### src/rtl/uart_rx_fifo.sv
// 8N1 UART receiver with a first-word-fall-through byte FIFO and sticky error flags.
// The FSM state and its sample strobe are exported on dbg_state/dbg_tick for observation.
module uart_rx_fifo #(
  parameter int FIFO_DEPTH = 16,
  parameter int DIV_WIDTH  = 16
) (
  input  logic                          core_clk,
  input  logic                          core_rstn,
  input  logic                          enable,
  input  logic [DIV_WIDTH-1:0]          divisor,
  input  logic                          ser_rx,
  output logic [7:0]                    rx_data,
  output logic                          rx_valid,
  input  logic                          rx_ready,
  output logic [$clog2(FIFO_DEPTH):0]   fifo_level,
  output logic                          frame_err,
  output logic                          overrun,
  input  logic                          err_clr,
  output logic [2:0]                    dbg_state,
  output logic                          dbg_tick
);

  localparam int PTR_W = $clog2(FIFO_DEPTH);
  localparam int LVL_W = PTR_W + 1;

  typedef enum logic [2:0] {
    S_IDLE  = 3'd0,
    S_START = 3'd1,
    S_DATA  = 3'd2,
    S_STOP  = 3'd3,
    S_BREAK = 3'd4
  } state_t;

  state_t                r_state;
  state_t                w_state_nxt;
  logic                  r_sync1;
  logic                  r_sync2;
  logic                  r_rxs_d;
  logic [DIV_WIDTH-1:0]  r_cnt;
  logic [DIV_WIDTH-1:0]  w_cnt_nxt;
  logic [DIV_WIDTH-1:0]  r_div;
  logic [DIV_WIDTH-1:0]  w_div_nxt;
  logic [DIV_WIDTH-1:0]  w_eff_div;
  logic [7:0]            r_shift;
  logic [7:0]            w_shift_nxt;
  logic [2:0]            r_bit;
  logic [2:0]            w_bit_nxt;
  logic                  w_rxs;
  logic                  w_tick;
  logic                  w_push;
  logic                  w_frame_set;

  logic [7:0]            r_mem [FIFO_DEPTH];
  logic [PTR_W-1:0]      r_wr;
  logic [PTR_W-1:0]      r_rd;
  logic [LVL_W-1:0]      r_level;
  logic                  w_valid;
  logic                  w_full;
  logic                  w_pop;
  logic                  w_wr;
  logic                  w_ovr_set;

  assign w_rxs     = r_sync2;
  assign w_eff_div = (divisor < DIV_WIDTH'(4)) ? DIV_WIDTH'(4) : divisor;
  assign w_tick    = (r_cnt == '0);

  always_ff @(posedge core_clk or negedge core_rstn) begin
    if (!core_rstn) begin
      r_sync1 <= 1'b1;
      r_sync2 <= 1'b1;
      r_rxs_d <= 1'b1;
      r_state <= S_IDLE;
      r_cnt   <= '0;
      r_div   <= DIV_WIDTH'(4);
      r_shift <= '0;
      r_bit   <= '0;
    end else begin
      r_sync1 <= ser_rx;
      r_sync2 <= r_sync1;
      r_rxs_d <= r_sync2;
      r_state <= w_state_nxt;
      r_cnt   <= w_cnt_nxt;
      r_div   <= w_div_nxt;
      r_shift <= w_shift_nxt;
      r_bit   <= w_bit_nxt;
    end
  end

  // Counter is loaded with (period - 1) so a sample lands exactly every period cycles.
  always_comb begin
    w_state_nxt = r_state;
    w_cnt_nxt   = r_cnt;
    w_div_nxt   = r_div;
    w_shift_nxt = r_shift;
    w_bit_nxt   = r_bit;
    w_push      = 1'b0;
    w_frame_set = 1'b0;
    if (!enable) begin
      w_state_nxt = S_IDLE;
    end else begin
      case (r_state)
        S_IDLE: begin
          if (r_rxs_d && !w_rxs) begin
            w_state_nxt = S_START;
            w_div_nxt   = w_eff_div;
            w_cnt_nxt   = (w_eff_div >> 1) - DIV_WIDTH'(1);
          end
        end
        S_START: begin
          if (w_tick) begin
            if (!w_rxs) begin
              w_state_nxt = S_DATA;
              w_cnt_nxt   = r_div - DIV_WIDTH'(1);
              w_bit_nxt   = '0;
            end else begin
              w_state_nxt = S_IDLE;
            end
          end else begin
            w_cnt_nxt = r_cnt - DIV_WIDTH'(1);
          end
        end
        S_DATA: begin
          if (w_tick) begin
            w_shift_nxt = {w_rxs, r_shift[7:1]};
            w_cnt_nxt   = r_div - DIV_WIDTH'(1);
            w_bit_nxt   = r_bit + 3'd1;
            if (r_bit == 3'd7) w_state_nxt = S_STOP;
          end else begin
            w_cnt_nxt = r_cnt - DIV_WIDTH'(1);
          end
        end
        S_STOP: begin
          if (w_tick) begin
            if (w_rxs) begin
              w_push      = 1'b1;
              w_state_nxt = S_IDLE;
            end else begin
              w_frame_set = 1'b1;
              w_state_nxt = S_BREAK;
            end
          end else begin
            w_cnt_nxt = r_cnt - DIV_WIDTH'(1);
          end
        end
        S_BREAK: begin
          if (w_rxs) w_state_nxt = S_IDLE;
        end
        default: w_state_nxt = S_IDLE;
      endcase
    end
  end

  assign w_valid   = (r_level != '0);
  assign w_full    = (r_level == LVL_W'(FIFO_DEPTH));
  assign w_pop     = w_valid && rx_ready;
  // A same-cycle pop frees the slot, so a push into a full FIFO still lands.
  assign w_wr      = w_push && (!w_full || w_pop);
  assign w_ovr_set = w_push && w_full && !w_pop;

  always_ff @(posedge core_clk) begin
    if (w_wr) r_mem[r_wr] <= r_shift;
  end

  always_ff @(posedge core_clk or negedge core_rstn) begin
    if (!core_rstn) begin
      r_wr      <= '0;
      r_rd      <= '0;
      r_level   <= '0;
      frame_err <= 1'b0;
      overrun   <= 1'b0;
    end else begin
      if (w_wr)  r_wr <= r_wr + PTR_W'(1);
      if (w_pop) r_rd <= r_rd + PTR_W'(1);
      if (w_wr && !w_pop)      r_level <= r_level + LVL_W'(1);
      else if (!w_wr && w_pop) r_level <= r_level - LVL_W'(1);
      if (w_frame_set)  frame_err <= 1'b1;
      else if (err_clr) frame_err <= 1'b0;
      if (w_ovr_set)    overrun <= 1'b1;
      else if (err_clr) overrun <= 1'b0;
    end
  end

  // Head is masked while empty so stale or unwritten entries never reach the port.
  assign rx_data    = w_valid ? r_mem[r_rd] : 8'h00;
  assign rx_valid   = w_valid;
  assign fifo_level = r_level;
  assign dbg_state  = r_state;
  assign dbg_tick   = w_tick && (r_state == S_START || r_state == S_DATA || r_state == S_STOP);

endmodule

### config.mk
export PLATFORM = sky130hd
export DESIGN_NAME = uart_rx_fifo
export DESIGN_NICKNAME = d
export VERILOG_FILES = /design/src/rtl/uart_rx_fifo.sv
export SDC_FILE = /design/constraint.sdc
export NUM_CORES = 1
export LEC_CHECK = 0
export BUFFER_PORTS_ARGS = -buffer_cell sky130_fd_sc_hd__buf_2
export CAP_MARGIN = 20
export CORE_AREA = 10 10 153 155
export CTS_CLUSTER_DIAMETER = 30
export DETAILED_ROUTE_END_ITERATION = 8
export DIE_AREA = 0 0 163 165
export SYNTH_ARGS = -nofsm -noshare
export SYNTH_HDL_FRONTEND = slang
export SYNTH_SLANG_ARGS = --single-unit
### constraint.sdc
create_clock -name core_clk -period 3.4 [get_ports core_clk]
set_clock_uncertainty 0.1 [all_clocks]
set_input_delay 0.68 -clock core_clk [delete_from_list [all_inputs] [get_ports core_clk]]
set_output_delay 0.68 -clock core_clk [all_outputs]
set_load 0.02 [all_outputs]
==> results of run 1 <==
## cells in the mapped netlist, types with 6 or more instances
cell	n	area, sq um
edfxtp_1	128	3840
dfrtp_1	60	1500
nor2_1	49	184
mux4_2	40	901
nand2_1	39	146
o21ai_0	39	195
mux2_2	22	248
clkbuf_1	20	75.1
nor3_1	19	95.1
xnor2_1	18	158
a21oi_1	15	75.1
ha_1	15	188
inv_1	15	56.3
xor2_1	14	123
nand2b_1	11	68.8
nor4_1	11	68.8
and2_1	10	62.6
or3_1	10	62.6
o211ai_1	6	45.0
## cells by family (layout without fill, tap and decap cells)
kind of cell | Yosys count | in the layout
AO/OA/AOI/OAI | 100 | 100
XOR/XNOR | 32 | 32
adder cells (fa/ha/maj) | 16 | 16
buffers and inverters | 45 | 127
flip-flops | 192 | 192
multiplexers | 67 | 67
AND/OR/NAND/NOR | 190 | 190
## registers in the layout, summed over array words and instances, names as in the netlist
register	cells
dbg_state	3
fifo_level	5
frame_err	1
overrun	1
r_bit	3
r_cnt	16
r_div	16
r_mem	128
r_rd	4
r_rxs_d	1
r_shift	8
r_sync1	1
r_sync2	1
r_wr	4
## cell type report
class / instances / area, sq um
tap: 270 / 338
fill: 1748 / 9890
clock inverter: 15 / 153
clock buffer: 17 / 425
multi-input combinational: 405 / 3350
sequential: 192 / 5450
inverter: 15 / 56.3
timing repair buffer: 80 / 510
## critical path, cell delays in order (launching register included)
cell,delay (ns)
dfrtp_2,0.39
buf_4,0.26
mux4_2,0.56
mux4_2,0.48
and2_1,0.18
buf_2,0.16
## routing by layer
layer | up-vias | routed length, um
met2 | 167 | 9070
met1 | 2759 | 9170
met4 | 0 | 215
met3 | 16 | 1210
li1 | 2596 | -
met5 | - | 0
## how the worst max path moves through the flow
| stage | slack (ns) | start | cells after the start | endpoint |
|---|---|---|---|---|
| finish | 0.19 | r_rd[0] | 5 | rx_data[0] |
| global route | 0.08 | r_rd[0] | 5 | rx_data[1] |
| CTS | 0.14 | r_rd[0] | 5 | rx_data[7] |
| detailed placement | 0.24 | r_cnt[0] | 14 | fifo_level[4] |
| global placement | 0.27 | divisor[13] | 12 | r_cnt[4] |
| floorplan | 0.13 | dbg_state[1] | 13 | fifo_level[4] |
## per-stage QoR
stage          hold slack, ns  total power, mW  util, %
5_1_grt                0.0580             6.67     51.0
6_report               0.0578             6.35     51.0
3_3_place_gp            0.247             4.42     48.0
4_1_cts                0.0468             6.41     50.9
2_1_floorplan           0.245             3.98        -
3_5_place_dp            0.247             4.46     48.0
## power breakdown
part	leakage [nW]	internal, mW	total [mW]	switching [mW]
clock	0.286	1.04	1.95	0.915
sequential	2.05	2.62	2.85	0.230
combinational	1.50	0.745	1.55	0.801
total	3.83	4.40	6.35	1.95
==> summary by stage, run 1 <==
Run status
The run finished with clean final reports.

Synth
The synthesized netlist devotes under 10% of its cell area to adder and majority cells. The post-synth net total is slightly below 700. The dominant combinational cell family by area after synthesis is multiplexers. In this run, distinct cell masters in the synthesized netlist total 66.

The mean area per synthesized cell is approximately 14 sq um. The sequential fraction of the synthesis area is 60.8%. The number of enable-type register cells in the synthesized netlist is between 100 and 150. The share of flip-flops with an asynchronous set or reset after synthesis is 33.3%. The basic-gate share of the synthesized area counting and, or, nand and nor cells is 11.2%. The compound-gate portion of the synthesized area is 7.20%. The share of the synthesized netlist area taken by xor and xnor gates is 3.13%. In the synthesized netlist the dominant register cell turns out to be edfxtp_1. The number of synthesis warnings is 0.

Counting flops and latches in the post-synthesis netlist gives 192. The number of cells produced by synthesis is ~640. The mapped netlist covers 8970 sq um. The multiplexer share of the synthesized area is 13.4%.

Clock tree
The quantity of gates resized following cts is 0. The clock root buffer is clkbuf_16. The total CTS buffers is 17.

The number of hold buffers added after CTS was 0. The maximum buffer depth of the clock tree is 2. The clock input transition at the sequential cells of the worst setup and hold paths is 0.07 ns.

The later pin in the worst-skew pair is clocked with a latency of 0.42 ns. The TritonCTS clock tree is yes. The number of sinks on the clock net is 192. After clock tree synthesis, the setup repair step added 0 buffers. The H-tree was split into 4 levels.

Drt
After detailed routing, the number of remaining DRC violations is 0. The total via count in the routed design is between 5000 and 6000. Using the TritonRoute via totals, the vias-per-cell ratio works out to 5.57. Dividing the detail-routed wire length by the instance count gives around 20 um. The DRC marker count from the first detailed-route iteration is approximately 340. The first detailed-routing pass took 6 iterations.

Summed over all layers, the routed wires come to 19.7 mm. The post-detailed-route count of antenna-violating nets is 0.

Cells and area
The number of standard cells in the final layout excluding fillers is 994. The final design area excluding fillers is 10300 sq um. Of the cells placed in the final design, the portion with a size suffix greater than 1 is a little over a quarter. The commonest non-fill, non-tap cell in the layout is edfxtp_1. Relative to the synthesized area, the layout overhead comes to 14.6%. In the layout the commonest cells are 128 x edfxtp_1, 59 x dfrtp_1, 49 x nor2_1. The final antenna diode count is 0. The final-stage net count is roughly 750.

Critical path
The number of cells on the worst reg-to-reg path is 12. The kind of capture point of the worst setup path is an output pin. The startpoint of the worst-slack reg-to-reg timing path is r_cnt[7]. STA puts the critical path data arrival time at 2.43 ns. In this run the register-to-register setup slack is between 0.3 and 0.4 ns. The endpoint identified for the worst register-to-register timing path is fifo_level[4]. The maximum fanout encountered on the critical timing path is 12. STA classifies the critical path startpoint as a register. The class of the most critical setup path is register to output pin.

For the worst setup path, the data required time is 2.62 ns.

Placed design
Buffers placed on the I/O ports in this run total a little over 40. The final weighted congestion in routability-driven placement is 0.905. Counting tap cells, the placed design contains a total of 962 instances.

Detailed placement finished with a half-perimeter wire length of 14.3 mm. After detailed placement, the total cell area comes to 9690 sq um. Prior to clock tree synthesis, the placed netlist has a worst setup slack of 0.240 ns.

Floorplanning
The floorplan step defined a die boundary enclosing 26900 sq um. The starting density of the core is 44.5%. In this run the vertical extent of the chip is 165 um. After floorplanning, the core was sized to cover 20200 sq um.

After floorplanning, the core was divided into 52 placement rows. 42 I/O pins were placed. The width of the die is 163 um.

STA
The final total negative setup slack is 0 ns. The final number of hold-violating endpoints is 0. Setup violations remaining at the end of the flow were counted as 0. The worst-case headroom to the max-slew limit is 35.0%. The worst path needs 3.21 ns of the cycle, external delays included. Setup repair after global routing left no endpoint under its margin. The final count of pins violating max slew is 0. The slew at the pin closest to its max-slew limit is 0.973 ns. The final period utilization is 94.5%. Based on the critical path, the design can be clocked at up to 311 MHz. Once routing completed, OpenROAD measured the worst setup slack at 0.186 ns.

Global route
In the global route stage, met2 resource usage came out at between 20% and 30%. The via count of the first global-routing pass is about 5700. In the global route stage, met3 resource usage came out at 3.88%. The wire length of the first global-routing pass is 31.7 mm. The number of antenna violations at the first check in global routing came to 0.

After global routing, the most crowded layer is met2. The total congestion overflow is 0. The combined global-route utilization of all metal layers is between 10 and 15%. Entering global routing, the biggest net connects 52 pins. The met1 layer usage reported by global route is between 20% and 30%.

Pwr
The maximum ir drop on the vdd rail is between 0.3 and 0.4 mV. In this run the power density over the cells is 618 nW/um^2. The leakage power is 3.83 nW.

Run
The number of violations of the max-capacitance limit is 0.

Min path
The class of the tightest hold or removal check is input port to asynchronous set/reset pin.
(Power assumes the default switching activity.)
==> run 2: changes to the inputs <==
clock period = 3.9 ns   (was 3.4 ns; I/O delays follow)
==> summary by stage, run 2 (synthesis gave the netlist of run 1 again) <==
Clock tree
The TritonCTS clock tree is yes (unchanged). The quantity of gates resized following cts is 0 (unchanged). The maximum buffer depth of the clock tree is 2 (unchanged).

The clock root buffer is clkbuf_16 (unchanged). The total CTS buffers is 17 (unchanged). The number of sinks on the clock net is 192 (unchanged). The number of levels the H-tree was split into came to 4 (unchanged). The post-CTS setup repair buffer count is 0 (unchanged).

The clock input transition at the sequential cells of the worst setup and hold paths was 0.07 ns (about the same). The cts-stage hold buffer count is 0 (unchanged). The clock network latency to the later pin of the worst-skew pair is 0.43 ns (was 0.42 ns).

STA
Setup repair after global routing missed its margin: false (unchanged). Dividing the final minimum period by the clock period gives 90.4%. The slew at the pin closest to its max-slew limit is 0.848 ns (was 0.973 ns). The achievable frequency is between 200 and 300 MHz. The final count of pins violating max slew came to 0 (unchanged). The final number of hold-violating endpoints is 0 (unchanged). The total setup violations reported at the end of the flow is 0 (unchanged). The worst hold slack across all endpoints is 0.259 ns (was 0.0578 ns). Subtracting the final worst setup slack from the clock period gives 3.53 ns. The final total negative setup slack came to 0 ns (unchanged). The worst-case headroom to the max-slew limit came to 43.5% (was 35.0%). The final setup slack of the worst path is 0.374 ns (was 0.186 ns).

Run status
Run status: complete, no violations (unchanged).

Critical path
The kind of capture point of the worst setup path was an output pin (unchanged). The class of the most critical setup path is register to output pin (unchanged). The maximum fanout encountered on the critical timing path is 17 (was 12). The nature of the critical path startpoint is a register (unchanged). The worst endpoint required time is 3.02 ns (was 2.62 ns). The data arrival at the endpoint of the critical path is 2.65 ns (was 2.43 ns). The worst setup slack for register-to-register paths is 0.53 ns (was 0.31 ns).

Pwr
The leakage power was 3.70 nW (was 3.83 nW). The fraction of power consumed by the clock network came to 29.3% (was 30.8%). The power share of the combinational group came to 24.0% (was 24.4%). The internal cell power was 3.76 mW (was 4.40 mW). The switching power share of the total is 30.6% (was 30.7%). The maximum ir drop on the vdd rail is 0.339 mV (was 0.380 mV). The reported net switching power is 1.66 mW (was 1.95 mW).

The power density relative to cell area was 537 nW/um^2 (was 618 nW/um^2). The relative contribution of sequential cells to total power is 46.7% (was 44.9%).

Floorplanning
The row count was 52 (unchanged). The I/O pin total is 42 (unchanged). The die area was 26900 sq um (unchanged). The starting density of the core is 44.5% (unchanged).

The height of the die is 165 um (unchanged). The width of the die is 163 um (unchanged). The area inside the core boundary is 20200 sq um (unchanged).

Cells and area
The fraction of layout instances using a drive strength above 1 was 24.0% (was 26.8%). The synthesis-to-finish area growth was 12.4% (was 14.6%). The final-stage net count was 729 (was 749). The flip-flop count of the largest register after layout was 128 (unchanged).

Top flop regs: r_mem: 128 flops, r_cnt: 16 flops, r_div: 16 flops (unchanged). The final antenna diode count was 0 (unchanged). The number of fill cells was 1756 (was 1748). The final design area excluding fillers was 10100 sq um (was 10300 sq um). The multi-input combinational cell area is 3330 sq um (was 3350 sq um). The top register by number of flip-flops is r_mem (unchanged). The storage element area came to 5450 sq um (unchanged).

Most frequent cells in the layout: 128 x edfxtp_1, 59 x dfrtp_1, 49 x nor2_1 (unchanged). The commonest non-fill, non-tap cell in the layout is edfxtp_1 (unchanged). The end-of-flow core utilization was 50.0% (was 51.0%).

Placed design
The final weighted congestion in routability-driven placement is 0.895 (was 0.905). The worst slack at placement is 0.528 ns (was 0.240 ns). The quantity of I/O buffers inserted on ports is 41 (unchanged). The post-DP HPWL is 14.1 mm (was 14.3 mm). The standard cell area after detailed placement is 9550 sq um (was 9690 sq um).

Global route
The via count of the first global-routing pass is 5583 (was 5656). The combined global-route utilization of all metal layers is 15.1% (was 15.0%). The number of antenna violations at the first check in global routing is 0 (unchanged). The largest net degree at the start of global routing was 65 (was 52).

The total congestion overflow is 0 (unchanged). The wire length of the first global-routing pass came to 31.8 mm (was 31.7 mm).

Drt
The number of iterations in the first detailed-routing pass is 5 (was 6). The post-detailed-route wirelength per cell came to 19.9 um (was 19.8 um). The detailed-route vias per instance was 5.66 (was 5.57). The post-detailed-route count of antenna-violating nets is 0 (unchanged). The DRC violation count after routing is 0 (unchanged). The DRC marker count from the first detailed-route iteration is 505 (was 343). The final wirelength is 19.4 mm (was 19.7 mm). The total via count in the routed design was 5504 (was 5538).

Run
The number of violations of the max-capacitance limit is 0 (unchanged).

Min path
The class of the tightest hold or removal check is register to register (was input port to asynchronous set/reset pin).
## run 2: through the flow
step           total power [mW]  cells
3_3_place_gp               3.86    942
3_5_place_dp               3.90    942
4_1_cts                    5.48    973
6_report                   5.42    973
2_1_floorplan              3.47    642
5_1_grt                    5.72    973
## run 2: metal layers
| metal | up-vias | share of wire (%) | global-route usage (%) |
|---|---|---|---|
| li1 | 2559 | - | - |
| met1 | 2778 | 48 | 22.1 |
| met2 | 147 | 46 | 22.3 |
| met3 | 20 | 4.8 | 2.61 |
| met4 | 0 | 1.4 | 4.88 |
| met5 | - | 0 | 0 |
## run 2: layout make-up
| cell class | instances | area share, % |
|---|---|---|
| Sequential cell | 192 | 54.1 |
| Timing Repair Buffer | 60 | 3.70 |
| Clock buffer | 19 | 4.29 |
| Inverter | 15 | 0.558 |
| Clock inverter | 12 | 0.980 |
| Multi-Input combinational cell | 405 | 33.1 |
| Tap cell | 270 | 3.35 |
## run 2: power groups by stage
| stage | clock network, mW | logic, mW | registers (mW) |
|---|---|---|---|
| global placement | 0 | 1.29 | 2.57 |
| global route | 1.73 | 1.43 | 2.57 |
| detailed placement | 0 | 1.32 | 2.58 |
| CTS | 1.62 | 1.32 | 2.53 |
| finish | 1.59 | 1.30 | 2.53 |
| floorplan | 0 | 1.01 | 2.46 |
## run 2: critical path, stage by stage, from the launching register on
cell and delay [ns]:
dfrtp_2 0.60, buf_12 0.24, mux4_2 0.55, mux4_2 0.49, and2_1 0.17, buf_2 0.15
## run 2: final timing paths
path                            cells past startpoint             to         start
max in group asynchronous                           2        r_rd[0]     core_rstn
worst max register to register                     12  fifo_level[4]  dbg_state[1]
worst max-delay path                                5     rx_data[2]       r_rd[0]
min in group asynchronous                           2       r_cnt[3]     core_rstn
worst min-delay path                                0        r_sync2       r_sync1
worst min register to register                      0        r_sync2       r_sync1
==> run 3: changes to the inputs <==
CTS_BUF_LIST = sky130_fd_sc_hd__clkbuf_4 sky130_fd_sc_hd__clkbuf_8   (was default)
==> summary by stage, run 3 (synthesis gave the netlist of run 1 again) <==
Run status
Run status: complete, no violations (unchanged).

Global route
The met1 layer usage reported by global route is 21.9% (was 22.1%). The number of antenna violations at the first check in global routing is 0 (unchanged). The met2 usage in global routing is 22.6% (was 22.3%). The total congestion overflow is 0 (unchanged). The largest net degree at the start of global routing is 65 (unchanged).

The via count of the first global-routing pass is 5603 (was 5583). The met3 usage was 2.84% (was 2.61%). The combined global-route utilization of all metal layers is 15.1% (about the same).

The most heavily used metal layer in global routing is met2 (unchanged). The wire length of the first global-routing pass came to 31.8 mm (unchanged).

Cells and area
Top flop regs: r_mem: 128 flops, r_cnt: 16 flops, r_div: 16 flops (unchanged). The final antenna diode count is 0 (unchanged). The top register by number of flip-flops is r_mem (unchanged). The number of fill cells was 1772 (was 1756). Most frequent cells in the layout: 128 x edfxtp_1, 59 x dfrtp_1, 49 x nor2_1 (unchanged). The fraction of layout instances using a drive strength above 1 was 24.3% (was 24.0%). The final-stage net count is 729 (unchanged). The flip-flop count of the largest register after layout is 128 (unchanged). The commonest non-fill, non-tap cell in the layout is edfxtp_1 (unchanged). The multi-input combinational cell area is 3330 sq um (unchanged).

The storage element area is 5450 sq um (unchanged). The synthesis-to-finish area growth is 10.4% (was 12.4%).

STA
The achievable frequency is 280 MHz (was 284 MHz). The final count of pins violating max slew was 0 (unchanged). Setup repair after global routing missed its margin: false (unchanged). The worst hold slack across all endpoints is 0.262 ns (was 0.259 ns). The shortest period the worst path allows is 3.57 ns (was 3.53 ns).

The final period utilization is 91.6% (was 90.4%). The slew at the pin closest to its max-slew limit is 0.850 ns (was 0.848 ns). The total setup violations reported at the end of the flow was 0 (unchanged). The final number of hold-violating endpoints came to 0 (unchanged). The worst-case headroom to the max-slew limit is 43.3% (was 43.5%).

The final total negative setup slack was 0 ns (unchanged).

Pwr
The relative contribution of sequential cells to total power is 50.5% (was 46.7%). The internal cell power is 3.40 mW (was 3.76 mW). The fraction of power consumed by the clock network is 23.5% (was 29.3%). The leakage power is 3.62 nW (was 3.70 nW). The power share of the combinational group came to 26.0% (was 24.0%).

The reported net switching power is 1.61 mW (was 1.66 mW). The power density relative to cell area was 506 nW/um^2 (was 537 nW/um^2). The maximum ir drop on the vdd rail was 0.230 mV (was 0.339 mV). The switching power share of the total is 32.2% (was 30.6%).

Critical path
The startpoint of the worst-slack reg-to-reg timing path is dbg_state[1] (unchanged). Cell Chain, Critical Path: buf_12, mux4_2, mux4_2, and2_1, buf_2 (unchanged). The kind of capture point of the worst setup path is an output pin (unchanged).

The nature of the critical path startpoint is a register (unchanged). The delay of the slowest cell on the worst path is 0.61 ns (was 0.60 ns). The worst endpoint required time is 3.02 ns (about the same). The number of cells on the worst reg-to-reg path is 12 (unchanged). The class of the most critical setup path is register to output pin (unchanged). The worst setup slack for register-to-register paths is 0.53 ns (about the same).

The endpoint of the lowest-slack register-to-register path is fifo_level[4] (unchanged). The critical path's slowest cell is dfrtp_2 (unchanged). The dominant cell type by count on the critical path is mux4_2 (unchanged). The maximum fanout encountered on the critical timing path is 17 (unchanged). The data arrival at the endpoint of the critical path is 2.69 ns (was 2.65 ns).

Clock tree
The TritonCTS clock tree was yes (unchanged). The clock network latency to the later pin of the worst-skew pair is 0.47 ns (was 0.43 ns). The maximum buffer depth of the clock tree is 2 (unchanged).

The clock root buffer is clkbuf_8 (was clkbuf_16). The number of sinks on the clock net was 192 (unchanged). The total CTS buffers is 17 (unchanged). The cts-stage hold buffer count is 0 (unchanged). The clock input transition at the sequential cells of the worst setup and hold paths is 0.09 ns (was 0.07 ns). The quantity of gates resized following cts is 0 (unchanged). The number of levels the H-tree was split into is 4 (unchanged). The post-CTS setup repair buffer count is 0 (unchanged).

Drt
The final wirelength came to 19.4 mm (about the same). The DRC marker count from the first detailed-route iteration came to 524 (was 505). The post-detailed-route count of antenna-violating nets was 0 (unchanged). The total via count in the routed design is 5517 (was 5504). The number of iterations in the first detailed-routing pass is 5 (unchanged). The DRC violation count after routing was 0 (unchanged). The post-detailed-route wirelength per cell is 19.9 um (about the same).

The detailed-route vias per instance is 5.67 (was 5.66).

Floorplanning
The die area is 26900 sq um (unchanged). The starting density of the core was 44.5% (unchanged). The row count is 52 (unchanged). The width of the die is 163 um (unchanged). The area inside the core boundary is 20200 sq um (unchanged). The I/O pin total is 42 (unchanged). The height of the die is 165 um (unchanged).

Placed design
The final weighted congestion in routability-driven placement came to 0.895 (unchanged). The post-DP HPWL is 14.1 mm (unchanged). The quantity of I/O buffers inserted on ports is 41 (unchanged).

Min path
The number of cells on the worst hold path is 0 (unchanged). The class of the tightest hold or removal check is register to register (unchanged). The origin of the worst min-delay path was r_sync1 (unchanged). The end point of the most critical hold path is r_sync2 (unchanged).

Run
The number of violations of the max-capacitance limit came to 0 (unchanged).
==> run 3: power by group through the flow <==
stage | clock network, mW | logic, mW | registers [mW]
finish | 1.18 | 1.30 | 2.53
global route | 1.31 | 1.43 | 2.57
CTS | 1.21 | 1.32 | 2.53
detailed placement | 0 | 1.32 | 2.58
global placement | 0 | 1.29 | 2.57
floorplan | 0 | 1.01 | 2.46
==> run 3: area by class of cell <==
cell class / count / share of cell area [%]
repair buffers: 60 / 3.77
flip-flops and latches: 192 / 55.1
clock inverters: 12 / 0.998
clock buffers: 19 / 2.51
well taps: 270 / 3.41
multi-input cells: 405 / 33.7
inverters: 15 / 0.569
==> run 3: stage by stage <==
stage / std cells / total power [mW] / util, % / area [sq um] / worst slack (ns)
detailed placement: 942 / 3.90 / 47.4 / 9550 / 0.528
global placement: 942 / 3.86 / 47.4 / 9550 / 0.684
global route: 973 / 5.30 / 49.1 / 9900 / 0.181
CTS: 973 / 5.07 / 49.1 / 9900 / 0.269
finish: 973 / 5.01 / 49.1 / 9900 / 0.327
floorplan: 642 / 3.47 / - / 8970 / 0.626
==> run 3: how the worst max path moves through the flow <==
stage                 startpoint             to  slack [ns]  depth (start not counted)
finish                   r_rd[0]     rx_data[2]        0.33                          5
global route             r_rd[0]     rx_data[3]        0.18                          5
CTS                      r_rd[0]     rx_data[3]        0.27                          5
detailed placement  dbg_state[1]  fifo_level[4]        0.53                         12
global placement      divisor[6]      r_cnt[12]        0.68                         11
floorplan           dbg_state[1]  fifo_level[4]        0.63                         13
==> run 3: metal layers <==
layer | vias up | wire length, um
li1 | 2555 | -
met1 | 2797 | 9210
met2 | 151 | 9030
met3 | 14 | 973
met4 | 0 | 180
met5 | - | 0
==> run 3: critical path: cells and delay by family, from the launching register on <==
kind                   cells  cell delay, ns
buffers and inverters      2            0.39
flip-flops                 1            0.61
multiplexers               2            1.04
AND/OR/NAND/NOR            1            0.17
